File: src/rtl/perimeter_arbiter.sv
// perimeter_arbiter: shares one perimeter unit (p = 2*(a+b), dav_/rfd
// four-phase handshake) between two requesters with round-robin grant.
// Each requester sees a perimeter-unit-like interface with its own
// registered result; only one transaction is in flight at a time.
//
// Optional build macro: PERIM_ARB_TIMEOUT_EN
//   When defined, every cycle spent in ISSUE/RELEASE is counted, and a
//   stalled unit handshake is abandoned after TIMEOUT cycles. The granted
//   requester's sticky err flag is raised, its result is left untouched,
//   and the arbiter returns to IDLE. When undefined, the unit handshake
//   waits forever and err0/err1 are tied low.

module perimeter_arbiter #(
  parameter int A_W     = 4,
  parameter int P_W     = 6,
  parameter int TIMEOUT = 255
) (
  input  logic           clock,
  input  logic           reset_,
  // requester 0
  input  logic [A_W-1:0] a0,
  input  logic [A_W-1:0] b0,
  input  logic           dav0_,
  output logic           rfd0,
  output logic [P_W-1:0] p0,
  // requester 1
  input  logic [A_W-1:0] a1,
  input  logic [A_W-1:0] b1,
  input  logic           dav1_,
  output logic           rfd1,
  output logic [P_W-1:0] p1,
  // shared perimeter unit
  output logic [A_W-1:0] u_a,
  output logic [A_W-1:0] u_b,
  output logic           u_dav_,
  input  logic           u_rfd,
  input  logic [P_W-1:0] u_p,
  // timeout flags
  output logic           err0,
  output logic           err1
);

  typedef enum logic [2:0] {
    IDLE,
    GRANT,
    WAIT_DAV,
    ISSUE,
    RELEASE,
    DONE
  } state_t;

  state_t state;
  state_t state_next;

  // grant: requester currently owning the unit (0 or 1)
  logic grant;
  logic grant_next;
  // last_grant: requester served most recently, used to break ties
  logic last_grant;
  // armed: unit was seen ready while in ISSUE, so u_dav_ may be asserted
  logic armed;
  // data-available of the granted requester
  logic dav_g;
  // unit handshake abandoned this cycle
  logic timeout_fire;
  // the unit handshake makes progress this cycle
  logic progress;
  logic busy;

  assign dav_g    = grant ? dav1_ : dav0_;
  assign progress = ((state == ISSUE) && armed && !u_rfd) ||
                    ((state == RELEASE) && u_rfd);

`ifdef PERIM_ARB_TIMEOUT_EN
  localparam int CNT_W = ($clog2(TIMEOUT + 1) > 8) ? $clog2(TIMEOUT + 1) : 8;

  logic [CNT_W-1:0] cnt;
  logic             err0_q;
  logic             err1_q;

  // Fires when the current ISSUE/RELEASE stay has lasted TIMEOUT cycles
  // without the unit moving the handshake on.
  assign timeout_fire = ((state == ISSUE) || (state == RELEASE)) &&
                        !progress && (cnt == CNT_W'(TIMEOUT - 1));

  // Cycle counter for the unit handshake, restarted on every state change
  always_ff @(posedge clock or negedge reset_) begin
    if (!reset_) begin
      cnt <= '0;
    end else if (state_next != state) begin
      cnt <= '0;
    end else if ((state == ISSUE) || (state == RELEASE)) begin
      cnt <= cnt + 1'b1;
    end
  end

  // Sticky per-requester timeout flags, cleared only by reset
  always_ff @(posedge clock or negedge reset_) begin
    if (!reset_) begin
      err0_q <= 1'b0;
      err1_q <= 1'b0;
    end else if (timeout_fire) begin
      if (grant) begin
        err1_q <= 1'b1;
      end else begin
        err0_q <= 1'b1;
      end
    end
  end

  assign err0 = err0_q;
  assign err1 = err1_q;
`else
  logic unused_timeout;

  assign unused_timeout = ^TIMEOUT;
  assign timeout_fire   = 1'b0;
  assign err0           = 1'b0;
  assign err1           = 1'b0;
`endif

  // State register together with the owner of the current transaction
  always_ff @(posedge clock or negedge reset_) begin
    if (!reset_) begin
      state <= IDLE;
      grant <= 1'b0;
    end else begin
      state <= state_next;
      grant <= grant_next;
    end
  end

  // Next-state logic: arbitration in IDLE, then the two handshakes in order
  always_comb begin
    state_next = state;
    grant_next = grant;
    case (state)
      IDLE: begin
        if (!dav0_ && !dav1_) begin
          grant_next = ~last_grant;
          state_next = GRANT;
        end else if (!dav0_) begin
          grant_next = 1'b0;
          state_next = GRANT;
        end else if (!dav1_) begin
          grant_next = 1'b1;
          state_next = GRANT;
        end
      end
      GRANT: begin
        state_next = WAIT_DAV;
      end
      WAIT_DAV: begin
        if (dav_g) begin
          state_next = ISSUE;
        end
      end
      ISSUE: begin
        if (armed && !u_rfd) begin
          state_next = RELEASE;
        end else if (timeout_fire) begin
          state_next = IDLE;
        end
      end
      RELEASE: begin
        if (u_rfd) begin
          state_next = DONE;
        end else if (timeout_fire) begin
          state_next = IDLE;
        end
      end
      DONE: begin
        state_next = IDLE;
      end
      default: begin
        state_next = IDLE;
      end
    endcase
  end

  // Handshake outputs decoded from the state and the current owner
  always_comb begin
    busy   = (state == GRANT) || (state == WAIT_DAV) ||
             (state == ISSUE) || (state == RELEASE);
    rfd0   = !(busy && !grant);
    rfd1   = !(busy && grant);
    u_dav_ = !((state == ISSUE) && armed);
  end

  // Arm the unit request only once the unit has been seen ready in ISSUE
  always_ff @(posedge clock or negedge reset_) begin
    if (!reset_) begin
      armed <= 1'b0;
    end else begin
      armed <= (state_next == ISSUE) &&
               ((state == ISSUE) ? (armed || u_rfd) : u_rfd);
    end
  end

  // Round-robin memory, updated once the grant is committed
  always_ff @(posedge clock or negedge reset_) begin
    if (!reset_) begin
      last_grant <= 1'b1;
    end else if (state == GRANT) begin
      last_grant <= grant;
    end
  end

  // Operand capture on the arbitration edge, while dav_ still guarantees them
  always_ff @(posedge clock or negedge reset_) begin
    if (!reset_) begin
      u_a <= '0;
      u_b <= '0;
    end else if ((state == IDLE) && (state_next == GRANT)) begin
      u_a <= grant_next ? a1 : a0;
      u_b <= grant_next ? b1 : b0;
    end
  end

  // Result capture for the owner when the unit completes its handshake
  always_ff @(posedge clock or negedge reset_) begin
    if (!reset_) begin
      p0 <= '0;
      p1 <= '0;
    end else if ((state == RELEASE) && u_rfd) begin
      if (grant) begin
        p1 <= u_p;
      end else begin
        p0 <= u_p;
      end
    end
  end

endmodule

File: config.mk
export PLATFORM = sky130hd
export DESIGN_NAME = perimeter_arbiter
export DESIGN_NICKNAME = d
export VERILOG_FILES = /design/src/rtl/perimeter_arbiter.sv
export SDC_FILE = /design/constraint.sdc
export NUM_CORES = 1
export LEC_CHECK = 0
export CORE_MARGIN = 4
export CORE_UTILIZATION = 39
export DETAILED_ROUTE_END_ITERATION = 10
export PLACE_DENSITY_LB_ADDON = 0.05
export SKIP_LAST_GASP = 1
export SYNTH_ARGS = -nofsm -noshare
export SYNTH_HDL_FRONTEND = slang
export SYNTH_SLANG_ARGS = --single-unit
File: constraint.sdc
create_clock -name clock -period 1.3 [get_ports clock]
set_input_delay 0.26 -clock clock [delete_from_list [all_inputs] [get_ports clock]]
set_output_delay 0.26 -clock clock [all_outputs]
set_load 0.01 [all_outputs]
* Word-level counts from Yosys, hierarchy flattened *
Cells that the tools add are included.

cells by class
  reductions and logical operators = 22
  bitwise logic cells = 2
  equal/unequal tests = 6
  muxes and demuxes = 15

operator list
  operator                                              number
  two-way mux 3 bit                                     6
  one-hot mux 3 bit (5 select lines)                    1
  equality test 3 x 2 -> 1 bit (second input constant)  3
  logical AND 1 bit                                     8
  two-way mux 4 bit                                     2
  logical NOT 1 bit                                     7
  equality test 3 x 1 -> 1 bit (second input constant)  2
  two-way mux 1 bit                                     6
  logical OR 1 bit                                      4
  AND reduction 2 bit                                   2
  equality test 3 bit (second input constant)           1
  logical NOT 3 bit                                     1
  NOT 1 bit                                             2

word-level totals
  output and inout port bits = 25
  logic and storage cells = 53
  bits of input ports = 27
  register bits after elaboration = 26

* Depth between registers and ports, before layout *
  word-level depth = 6
  depth in mapped cells = 5
  depth with buffers taken out = 3

* Worst setup path before layout *
OpenSTA, ideal clock, no wires.

  kind = flip-flop to flip-flop
  from = register state[0]
  to = register p0[0]
  library setup time = 0.125 ns
  stages on the path, launching flop included = 5
  arrival = 1.214 ns
  period minus slack after synthesis = 1.339 ns
  path buffers = 1
  data required time = 1.175 ns
  path slack = -0.039 ns
  cells stage by stage = dfrtp_1 -> buf_6 -> nand4bb_4 -> nor2_4 -> mux2_2

on the way
  longest elaborated chain between the ends = 3

RTL lines
  item                           line  text
  from (decl)                    52    state_t state;
  from (signal assigned)         128   state <= state_next;
  equality test 3 bit            225   end else if ((state == RELEASE) && u_rfd) begin
  logical AND 1 bit              225
  AND reduction 2 bit (no line)  -
  to (signal assigned)           229   p0 <= u_p;
  to (decl)                      25    output logic [P_W-1:0] p0,

Every way passes these cells.
A chain may end at the register's enable or synchronous reset.

* Worst setup path after layout *
  from = register state[1]
  to = register p0[5]

The elaborated chain is that of the path after synthesis.

==> results.yml <==
power_and_ir_drop:
  pwr-share-clk: 0.155
  switching_share: 0.345
  p_per_area_nw_per_um2: 1700
  peakVddDrop_mv: 0.822
  p_leak_nw: 0.963
  p_int_w: 0.00234
  p_sw_w: 0.00123
  combinationalPowerShare: 0.498
  seqPwrFrac: 0.347
grt:
  grt_pass1_wl_mm: 5.78
  grtUsageTotal: 0.172
  grt_overflow_total: 0
  met3_usage: 0.0340
  grt_max_degree: 27
  gr-usage-met2: 0.307
  grt-busiest-layer: "met2"
  gr-usage-met1: 0.205
  antenna_found_initial: 0
  grt_pass1_vias: 1258
routing:
  wl_mm: 3.59
  drc: 0
  drt.antenna.violating_nets: 0
  vias: 1209
  post_drt_wl_per_cell_microns: 15.8
  drt_iter0_markers: 23
  firstDrtPassIters: 4
  via_per_inst: 5.33
yosys:
  yosysSeqAreaShare: 0.495
  syn_inst: 113
  yosysWarnings: 0
  syn_area_sq_um: 1320
  ys_ff_latch: 26
  synth_area_per_cell_sq_um: 11.6
  synthDistinctLibCells: 31
place:
  placed_cells: 212
  gp_congestion: 0.797
  place_ws_ns: -0.339
  dp_hpwl_mm: 2.47
  io_buffers: 49
  place_area_sq_um: 1930
clock_network:
  cts_num_sinks: 26
  tritoncts: "built"
  clk_pin_slew_ns: 0.14
  cts-root-buf: "clkbuf_4"
  cts-htree-levels: 1
  clkLatencyLatePin_ns: 0.32
  ctsHoldBuffers: 0
  clk_path_buf_depth: 2
  cts_inserted_buffers: 3
final_layout:
  stdcell_count: 227
  nets: 211
  final_area_sq_um: 2100
  fin_util: 0.670
  antenna_cells: 0
  syn_to_final_growth_pct: 59.3
  drive_above_1_share: 0.295
worst_setup_path:
  crit_required_ns: 1.53
  crit_slowest_cell: "dfrtp_1"
  worstSetupPathType: "flip-flop to flip-flop"
  critical_path_arrival_ns: 1.84
  cp_max_fo: 6
  path_cells: "buf_6, buf_6, buf_6, nand4bb_4, nor2_4, mux2_2"
  timing.critical_path.mode_cell: "buf_6"
  cp-start-kind: "flip-flop"
  cp.buffers_inverters: 3
  path_delay_family: "flip-flops"
  cp-end-kind: "flip-flop"
  crit_path_max_incr_delay_ns: 0.42
floorplan:
  row_count: 20
  die_y_microns: 66.1
  coreArea_sq_um: 3130
  fp.dieArea_sq_um: 4370
  initial_core_util: 0.421
  io_pins: 52
  fp.dieW_microns: 66.1
sta:
  timing.final.crit_share: 1.24
  post-route-min-period_ns: 1.61
  tns_ns: -4.87
  final_hold_viol_count: 0
  rsz0062_at_grt: "yes"
  setup_viol: 25
  drv_slew: 0
  post-route-worst-setup-slack_ns: -0.310
  max_freq_mhz: 621
  finClkSkew_ns: 0.00746
flow_run:
  cap_violations: 0
status:
  status: "complete, but fails checks"
  violations: "negative setup slack"
hold_path:
  hold_class: "primary input to async pin"
-- through the flow --
step                      hold slack, ns  power, W
after global placement             0.464   0.00286
after CTS                          0.267   0.00343
after floorplan                  -0.0356   0.00206
after detailed placement           0.471   0.00290
final                              0.268   0.00357
after global routing               0.270   0.00380
-- power by group through the flow --
stage          sequential (W)  clock [W]  combinational, W
3_3_place_gp          0.00126          0           0.00160
3_5_place_dp          0.00126          0           0.00164
2_1_floorplan         0.00134          0          0.000722
6_report              0.00124   0.000553           0.00178
5_1_grt               0.00128   0.000590           0.00193
4_1_cts               0.00122   0.000561           0.00165
-- cell usage in the layout, fill, tap and decap left out, types with 2 or more instances in the layout --
master            n
clkdlybuf4s50_1  26
dfrtp_1          25
buf_4            18
o2111ai_1        16
clkdlybuf4s15_1  15
nand2_1          13
mux2_2           11
nand3_1           8
buf_6             6
dlygate4sd2_1     5
clkinv_1          3
clkbuf_4          3
nor2_1            2
nor2_4            2
a2111o_1          2
o21ai_0           2
conb_1            2
buf_2             2
buf_12            2
-- final cells by class --
type / count / area [sq um]
Timing Repair Buffer: 74 / 707
Clock inverter: 1 / 30.0
Clock buffer: 3 / 22.5
Multi-Input combinational cell: 75 / 616
Fill cell: 266 / 1030
Inverter: 4 / 15.0
Sequential cell: 26 / 652
Tap cell: 44 / 55.1
-- cells by family (layout without fill, tap and decap cells) --
| logic type | count (synthesis) | count (layout) | synth area share |
|---|---|---|---|
| buffers and inverters | 14 | 82 | 0.0694 |
| DFF | 26 | 26 | 0.495 |
| xor gates and xnor gates | 1 | 1 | 0.00666 |
| and+or+nand+nor | 35 | 35 | 0.174 |
| muxes | 13 | 13 | 0.111 |
| AOI/OAI and AO/OA | 23 | 24 | 0.141 |
| other | 1 | 2 | 0.00285 |
-- final timing paths --
path | startpoint | to | slack, ns | cells past startpoint
setup reg to reg | state[1] | p0[5] | -0.31 | 6
hold reg to reg | p0[2] | p0[2] | 0.50 | 1
setup / recovery | state[1] | p0[5] | -0.31 | 6
min in group clock | p0[2] | p0[2] | 0.50 | 1
hold / removal | reset_ | p1[1] | 0.27 | 2
max in group asynchronous | reset_ | last_grant | 0.81 | 2
-- repair_timing --
item | CTS | global route
endpoints found under the setup margin | 45 | 42
cloned | 1 | 0
pin swaps | 12 | 4
setup buffers | 6 | 4
resized for setup | 39 | 20
-- sequential cells by signal, summed over array words and instances, names as in the netlist --
register    flops
p0              6
p1              6
u_a             4
u_b             4
state           3
armed           1
grant           1
last_grant      1
-- per-layer routing --
metal / wire (microns) / part of all wire
met2: 1840 / 0.51
met1: 1490 / 0.41
met4: 40 / 0.011
met5: 0 / 0
met3: 218 / 0.061
-- cell usage after synthesis --
cell	n	area share
buf_2	4	0.015
nor2_4	2	0.017
a31oi_1	1	0.0048
nor2b_1	1	0.0048
nor3_4	1	0.012
nand3b_1	1	0.0057
nor2_1	2	0.0057
mux2_2	11	0.094
dfrtp_1	25	0.48
or2b_1	1	0.0057
nand4_4	1	0.016
inv_1	1	0.0028
nor3b_1	1	0.0057
o21ai_0	2	0.0076
nand2b_1	1	0.0048
o211ai_1	1	0.0057
nor3_1	1	0.0038
nand3_1	9	0.034
nand4bb_4	1	0.021
o2111ai_1	16	0.11
xnor2_1	1	0.0067
dfstp_2	1	0.020
buf_4	3	0.017
clkinv_1	3	0.0086
conb_1	1	0.0028
o21ai_1	1	0.0038
nand2_1	13	0.037
a21oi_1	1	0.0038
buf_6	3	0.026
a2111o_1	1	0.0086
mux2_1	2	0.017
Note: power is estimated with default switching activity, not from simulation.
